`src/rtl/hazard_pkg.sv`:
```
// Shared encodings for the multi-cycle hazard controller.
package hazard_pkg;

  // E-stage operand mux selects
  localparam logic [1:0] FWD_NONE = 2'b00;  // register file value
  localparam logic [1:0] FWD_WB   = 2'b01;  // W-stage result
  localparam logic [1:0] FWD_MEM  = 2'b10;  // M-stage ALU result
  localparam logic [1:0] FWD_LUI  = 2'b11;  // M-stage LUI immediate

  // Multi-cycle execute timer states
  typedef enum logic {
    MC_IDLE = 1'b0,
    MC_BUSY = 1'b1
  } mc_state_e;

endpackage

```
`src/rtl/mc_stall_timer.sv`:
```
// Multi-cycle execute timer: holds the pipeline while an iterative
// mul/div occupies E for mcLatE cycles. The first cycle is spent in IDLE,
// so BUSY only has to count the remaining mcLatE-1 cycles.
module mc_stall_timer
  import hazard_pkg::*;
#(
  parameter int LAT_W = 4
) (
  input  logic             clk,
  input  logic             reset,
  input  logic             mcStartE,
  input  logic [LAT_W-1:0] mcLatE,
  output logic             mcStall,
  output logic             mcBusy
);

  mc_state_e        state_q, state_d;
  logic [LAT_W-1:0] cnt_q, cnt_d;

  // Next-state / counter logic; stall is asserted on every cycle but the last
  always_comb begin
    state_d = state_q;
    cnt_d   = cnt_q;
    mcStall = 1'b0;
    case (state_q)
      MC_IDLE: begin
        if (mcStartE && (mcLatE >= LAT_W'(2))) begin
          mcStall = 1'b1;
          state_d = MC_BUSY;
          cnt_d   = mcLatE - LAT_W'(2);
        end
      end
      MC_BUSY: begin
        // mcStartE is the same instruction still sitting in E; ignore it
        if (cnt_q != '0) begin
          mcStall = 1'b1;
          cnt_d   = cnt_q - LAT_W'(1);
        end else begin
          state_d = MC_IDLE;
        end
      end
      default: state_d = MC_IDLE;
    endcase
  end

  // State and counter registers with synchronous reset
  always_ff @(posedge clk) begin
    if (reset) begin
      state_q <= MC_IDLE;
      cnt_q   <= '0;
    end else begin
      state_q <= state_d;
      cnt_q   <= cnt_d;
    end
  end

  assign mcBusy = (state_q == MC_BUSY);

endmodule

```
`src/rtl/hazard_ctrl_mc.sv`:
```
// Hazard controller for the 5-stage pipeline: E-stage forwarding with LUI
// bypass, load-use stall, branch flush, multi-cycle execute stall with an
// M-stage bubble, and a saturating stall-cycle counter.
module hazard_ctrl_mc
  import hazard_pkg::*;
#(
  parameter int REG_AW  = 5,
  parameter int LAT_W   = 4,
  parameter int PERF_W  = 16,
  parameter int PCSRC_W = 2
) (
  input  logic               clk,
  input  logic               reset,
  input  logic [REG_AW-1:0]  Rs1D,
  input  logic [REG_AW-1:0]  Rs2D,
  input  logic [REG_AW-1:0]  Rs1E,
  input  logic [REG_AW-1:0]  Rs2E,
  input  logic [REG_AW-1:0]  RdE,
  input  logic [REG_AW-1:0]  RdM,
  input  logic [REG_AW-1:0]  RdW,
  input  logic               regWriteM,
  input  logic               regWriteW,
  input  logic               luiM,
  input  logic               resultSrcE0,
  input  logic [PCSRC_W-1:0] PCSrcE,
  input  logic               mcStartE,
  input  logic [LAT_W-1:0]   mcLatE,
  output logic               stallF,
  output logic               stallD,
  output logic               stallE,
  output logic               flushD,
  output logic               flushE,
  output logic               flushM,
  output logic [1:0]         forwardAE,
  output logic [1:0]         forwardBE,
  output logic               mcBusy,
  output logic [PERF_W-1:0]  stallCount
);

  logic              mc_stall;
  logic              lw_stall;
  logic [PERF_W-1:0] stall_count_q, stall_count_d;

  mc_stall_timer #(.LAT_W(LAT_W)) u_mc_timer (
    .clk      (clk),
    .reset    (reset),
    .mcStartE (mcStartE),
    .mcLatE   (mcLatE),
    .mcStall  (mc_stall),
    .mcBusy   (mcBusy)
  );

  // x0 never forwards; the youngest producer (M) wins over W
  function automatic logic [1:0] fwd_sel(input logic [REG_AW-1:0] rs);
    if (rs == '0)                    return FWD_NONE;
    else if (rs == RdM && regWriteM) return luiM ? FWD_LUI : FWD_MEM;
    else if (rs == RdW && regWriteW) return FWD_WB;
    else                             return FWD_NONE;
  endfunction

  // Operand forwarding selects, forced to register-file path during reset
  always_comb begin
    forwardAE = FWD_NONE;
    forwardBE = FWD_NONE;
    if (!reset) begin
      forwardAE = fwd_sel(Rs1E);
      forwardBE = fwd_sel(Rs2E);
    end
  end

  assign lw_stall = resultSrcE0 && (RdE != '0) && ((Rs1D == RdE) || (Rs2D == RdE));

  // Stall/flush mux; a multi-cycle stall freezes F/D/E and masks everything else
  always_comb begin
    stallF = 1'b0;
    stallD = 1'b0;
    stallE = 1'b0;
    flushD = 1'b0;
    flushE = 1'b0;
    flushM = 1'b0;
    if (reset) begin
      flushD = 1'b1;
      flushE = 1'b1;
      flushM = 1'b1;
    end else if (mc_stall) begin
      stallF = 1'b1;
      stallD = 1'b1;
      stallE = 1'b1;
      flushM = 1'b1;
    end else begin
      if (lw_stall) begin
        stallF = 1'b1;
        stallD = 1'b1;
        flushE = 1'b1;
      end
      if (PCSrcE != '0) begin
        flushD = 1'b1;
        flushE = 1'b1;
      end
    end
  end

  // Stall-cycle counter saturates rather than wrapping
  always_comb begin
    stall_count_d = stall_count_q;
    if (stallF && (stall_count_q != '1)) stall_count_d = stall_count_q + PERF_W'(1);
  end

  // Perf counter register
  always_ff @(posedge clk) begin
    if (reset) stall_count_q <= '0;
    else       stall_count_q <= stall_count_d;
  end

  assign stallCount = stall_count_q;

endmodule

```
`config.mk`:
```
export PLATFORM = sky130hd
export DESIGN_NAME = hazard_ctrl_mc
export DESIGN_NICKNAME = d
export VERILOG_FILES = /design/src/rtl/hazard_pkg.sv /design/src/rtl/mc_stall_timer.sv /design/src/rtl/hazard_ctrl_mc.sv
export SDC_FILE = /design/constraint.sdc
export NUM_CORES = 1
export LEC_CHECK = 0
export BUFFER_PORTS_ARGS = -buffer_cell sky130_fd_sc_hd__buf_2
export CAP_MARGIN = 20
export CORE_ASPECT_RATIO = 0.9
export CORE_MARGIN = 2
export CORE_UTILIZATION = 30
export CTS_BUF_LIST = sky130_fd_sc_hd__clkbuf_4 sky130_fd_sc_hd__clkbuf_8
export DETAILED_ROUTE_END_ITERATION = 8
export GPL_TIMING_DRIVEN = 0
export SLEW_MARGIN = 10
export SYNTH_ARGS = -nofsm -noshare
export SYNTH_HDL_FRONTEND = slang
export SYNTH_SLANG_ARGS = --single-unit
```
`constraint.sdc`:
```
create_clock -name clk -period 3.6 [get_ports clk]
set_input_delay 0.72 -clock clk [delete_from_list [all_inputs] [get_ports clk]]
set_output_delay 0.72 -clock clk [all_outputs]
set_load 0.05 [all_outputs]
```
==> results.yml <==
yosys:
  async_flop_share_pct: 0
  ys_types: 42
  synthDominantCellAreaShare_pct: 25.4
  synth_seq_area_share_pct: 25.4
  synth_nets: 253
  synth-seq-cells: 21
  ys_warn_count: 0
  netlist_instances: 202
  yosys_most_used_dff: "dfxtp_1"
  yosys.area.top_type: "dfxtp_1"
  synthesis.area_um2: 1660
  synth_edf_count: 0
  syn_area_per_cell_um2: 8.21
  ys_top_cells_by_area: "dfxtp_1 25%, xor2_1 8.5%, xnor2_1 7.9%"
critical_path:
  critical-path-top-delay-family: "buffers and inverters"
  crit_fanout: 10
  endpoint_kind: "primary output"
  worstReg2RegEnd: "stallCount[10]"
  r2r_cells: 9
  worstPathArrival_ns: 2.61
  worstReg2RegStart: "u_mc_timer.cnt_q[0]"
  required_ns: 2.88
  reg2reg_setup_slack_ns: 1.55
  path_cells: "buf_2 -> or4_1 -> o21a_1 -> a21oi_4 -> buf_6 -> buf_6 -> nor2_1 -> buf_4 -> buf_2"
  path_buf_inv: 5
  worst-setup-path-type: "in -> out"
  start_kind: "input pin"
  cpPeakStageDelay_ns: 0.52
  cp_slowest_cell: "or4_1"
floorplan:
  dieHeight_um: 74.5
  io_pins: 75
  rows: 25
  die_w_um: 82.4
  initial_core_util_pct: 31.4
  core_area_um2: 5290
  die-area_um2: 6140
sta:
  layout_setup_ws_ns: 0.269
  clock-skew-final_ns: 0.00910
  rsz0062_at_grt: "false"
  setup_tns_ns: 0
  min_period_ns: 3.33
  final_hold_viol_count: 0
  worstMarginPinSlew_ns: 0.485
  post-route-period-util_pct: 92.5
  fmax_mhz: 300
  drv_slew: 0
  maxSlewHeadroom_pct: 67.6
  setup_violations: 0
pwr:
  internal_power_mw: 0.410
  switchingPower_mw: 0.240
  powerDensity_nw_per_um2: 301
  total_leakage_power_nw: 0.886
  p_sw_share_pct: 36.9
  seq_power_share_pct: 38.7
  p_comb_share_pct: 36.5
  clockPowerShare_pct: 24.8
  ir_worst_vdd_mv: 0.121
cells_and_area:
  finalInstanceArea_um2: 2160
  antenna_cells: 0
  drive_gt1_share_pct: 34.3
  nNetsFinal: 332
  areaGrowthSynthToFinish_pct: 30.2
min_path:
  hold_class: "reg -> reg"
  hold_end: "stallCount[15]"
  worstHoldStart: "stallCount[15]"
  whs_path_depth: 2
grt:
  grt_pass1_vias: 1546
  grt_antenna_before_repair: 0
  globalRouteOverflowTotal: 0
  grt_pass1_wl_mm: 6.89
  grt.total_usage_pct: 14.3
  grt_start_max_net_pins: 13
placed_design:
  io_buffers: 74
  hpwl_mm: 3.43
  pre_cts_slack_ns: 0.267
  dpl_cell_area_um2: 2110
  gp_congestion: 0.823
clock_tree:
  cts_root_buf: "clkbuf_8"
  h-tree-depth: 1
  cts_buffers: 3
  clkTransAtPathRegs_ns: 0.07
  clock_sinks: 21
  max-clock-path-buffers: 2
  postCtsSetupRepairBufs: 0
  cts_tree: "done"
  ctsResizeCount: 0
  clkLatencyLatePin_ns: 0.27
  cts_hold_buf: 0
routing:
  drt-initial-drc-count: 83
  firstDrtPassIters: 4
  drc: 0
  avgViaCountPerCell: 4.91
  via_count: 1705
  antenna_left: 0
  wl_per_cell_um: 12.5
  wl_mm: 4.35
outcome:
  status: "finished, final reports clean"
job:
  max-cap-violations: 0
[state kept, by name, summed over array words and instances (netlist names)]
name	count
stallCount	16
u_mc_timer.cnt_q	4
u_mc_timer.mcBusy	1
[cells by family (layout without fill, tap and decap cells)]
kind of cell	Yosys count	after routing	synth area share, %
AND/OR/NAND/NOR	81	81	28.5
AO/OA/AOI/OAI	42	42	16.7
XOR/XNOR	31	31	16.4
flip-flops	21	21	25.4
buffers and inverters	17	95	5.06
multiplexers	7	7	5.74
adder cells (fa/ha/maj)	3	3	2.26
[layout make-up]
class	instances	area, um^2
plain buffers	10	57.6
clock buffers	3	41.3
flip-flops and latches	21	420
clock inverters	1	5.00
well taps	67	83.8
multi-input cells	164	1150
inverters	7	26.3
repair buffers	74	370
fillers	548	3130
[layout by cell type (no fill, tap or decap), drive strengths merged]
cell    instances
and3            1
clkbuf          9
nor2           18
mux2i           2
o21ai           9
buf            78
o21a            1
nor4b           1
o31ai           8
nor2b           7
nand2b          4
inv             7
nand4           4
nand3          10
a32oi           1
a21oi          14
or3             3
nand3b          1
or4            10
a22oi           1
ha              3
xor2           16
nor4            7
a221oi          1
o22ai           1
a41oi           2
nand2          11
mux2            5
clkinv          1
and4            1
dfxtp          21
o21bai          4
nor3            2
or2             1
xnor2          15
[how the worst max path moves through the flow]
stage	from	end	slack [ns]	depth (start not counted)
CTS	RdE[1]	stallF	0.25	9
finish	RdE[1]	stallF	0.27	9
detailed placement	RdE[1]	stallF	0.27	9
global route	reset	stallF	0.09	7
global placement	RdE[1]	stallF	0.25	9
floorplan	RdE[4]	stallF	0.26	8
[power by group through the flow]
stage,combinational [mW],sequential (mW),clock [mW]
4_1_cts,0.238,0.252,0.164
5_1_grt,0.261,0.253,0.174
2_1_floorplan,0.145,0.274,0
6_report,0.237,0.252,0.161
3_3_place_gp,0.235,0.257,0
3_5_place_dp,0.237,0.257,0
[tightest hold or removal path, delay by kind of cell, from the launching register on]
kind,cells,cell delay (ns)
AO/OA/AOI/OAI,2,0.13
flip-flops,1,0.34
[per-stage QoR]
step	cells	hold WS [ns]	util [%]	power, mW
floorplan	202	0.468	-	0.419
global placement	343	0.486	40.0	0.492
detailed placement	343	0.504	40.0	0.494
CTS	347	0.516	40.8	0.654
global route	347	0.540	40.8	0.688
finish	347	0.510	40.8	0.650
[layer usage]
| metal | global-route usage (%) | wire (um) | vias up |
|---|---|---|---|
| li1 | - | - | 887 |
| met1 | 19.3 | 2040 | 764 |
| met2 | 23.2 | 1980 | 49 |
| met3 | 2.31 | 279 | 5 |
| met4 | 4.81 | 59 | 0 |
| met5 | 0 | 0 | - |
[cells in the mapped netlist (5+ instances only)]
cell / n
dfxtp_1: 21
nor2_1: 18
xor2_1: 16
xnor2_1: 15
a21oi_1: 12
nand2_1: 11
or4_1: 10
nand3_1: 9
o31ai_1: 8
inv_1: 7
nor2b_1: 7
clkbuf_1: 6
mux2_4: 5
o21ai_0: 5
No activity file was read; power rests on OpenSTA's default activity.
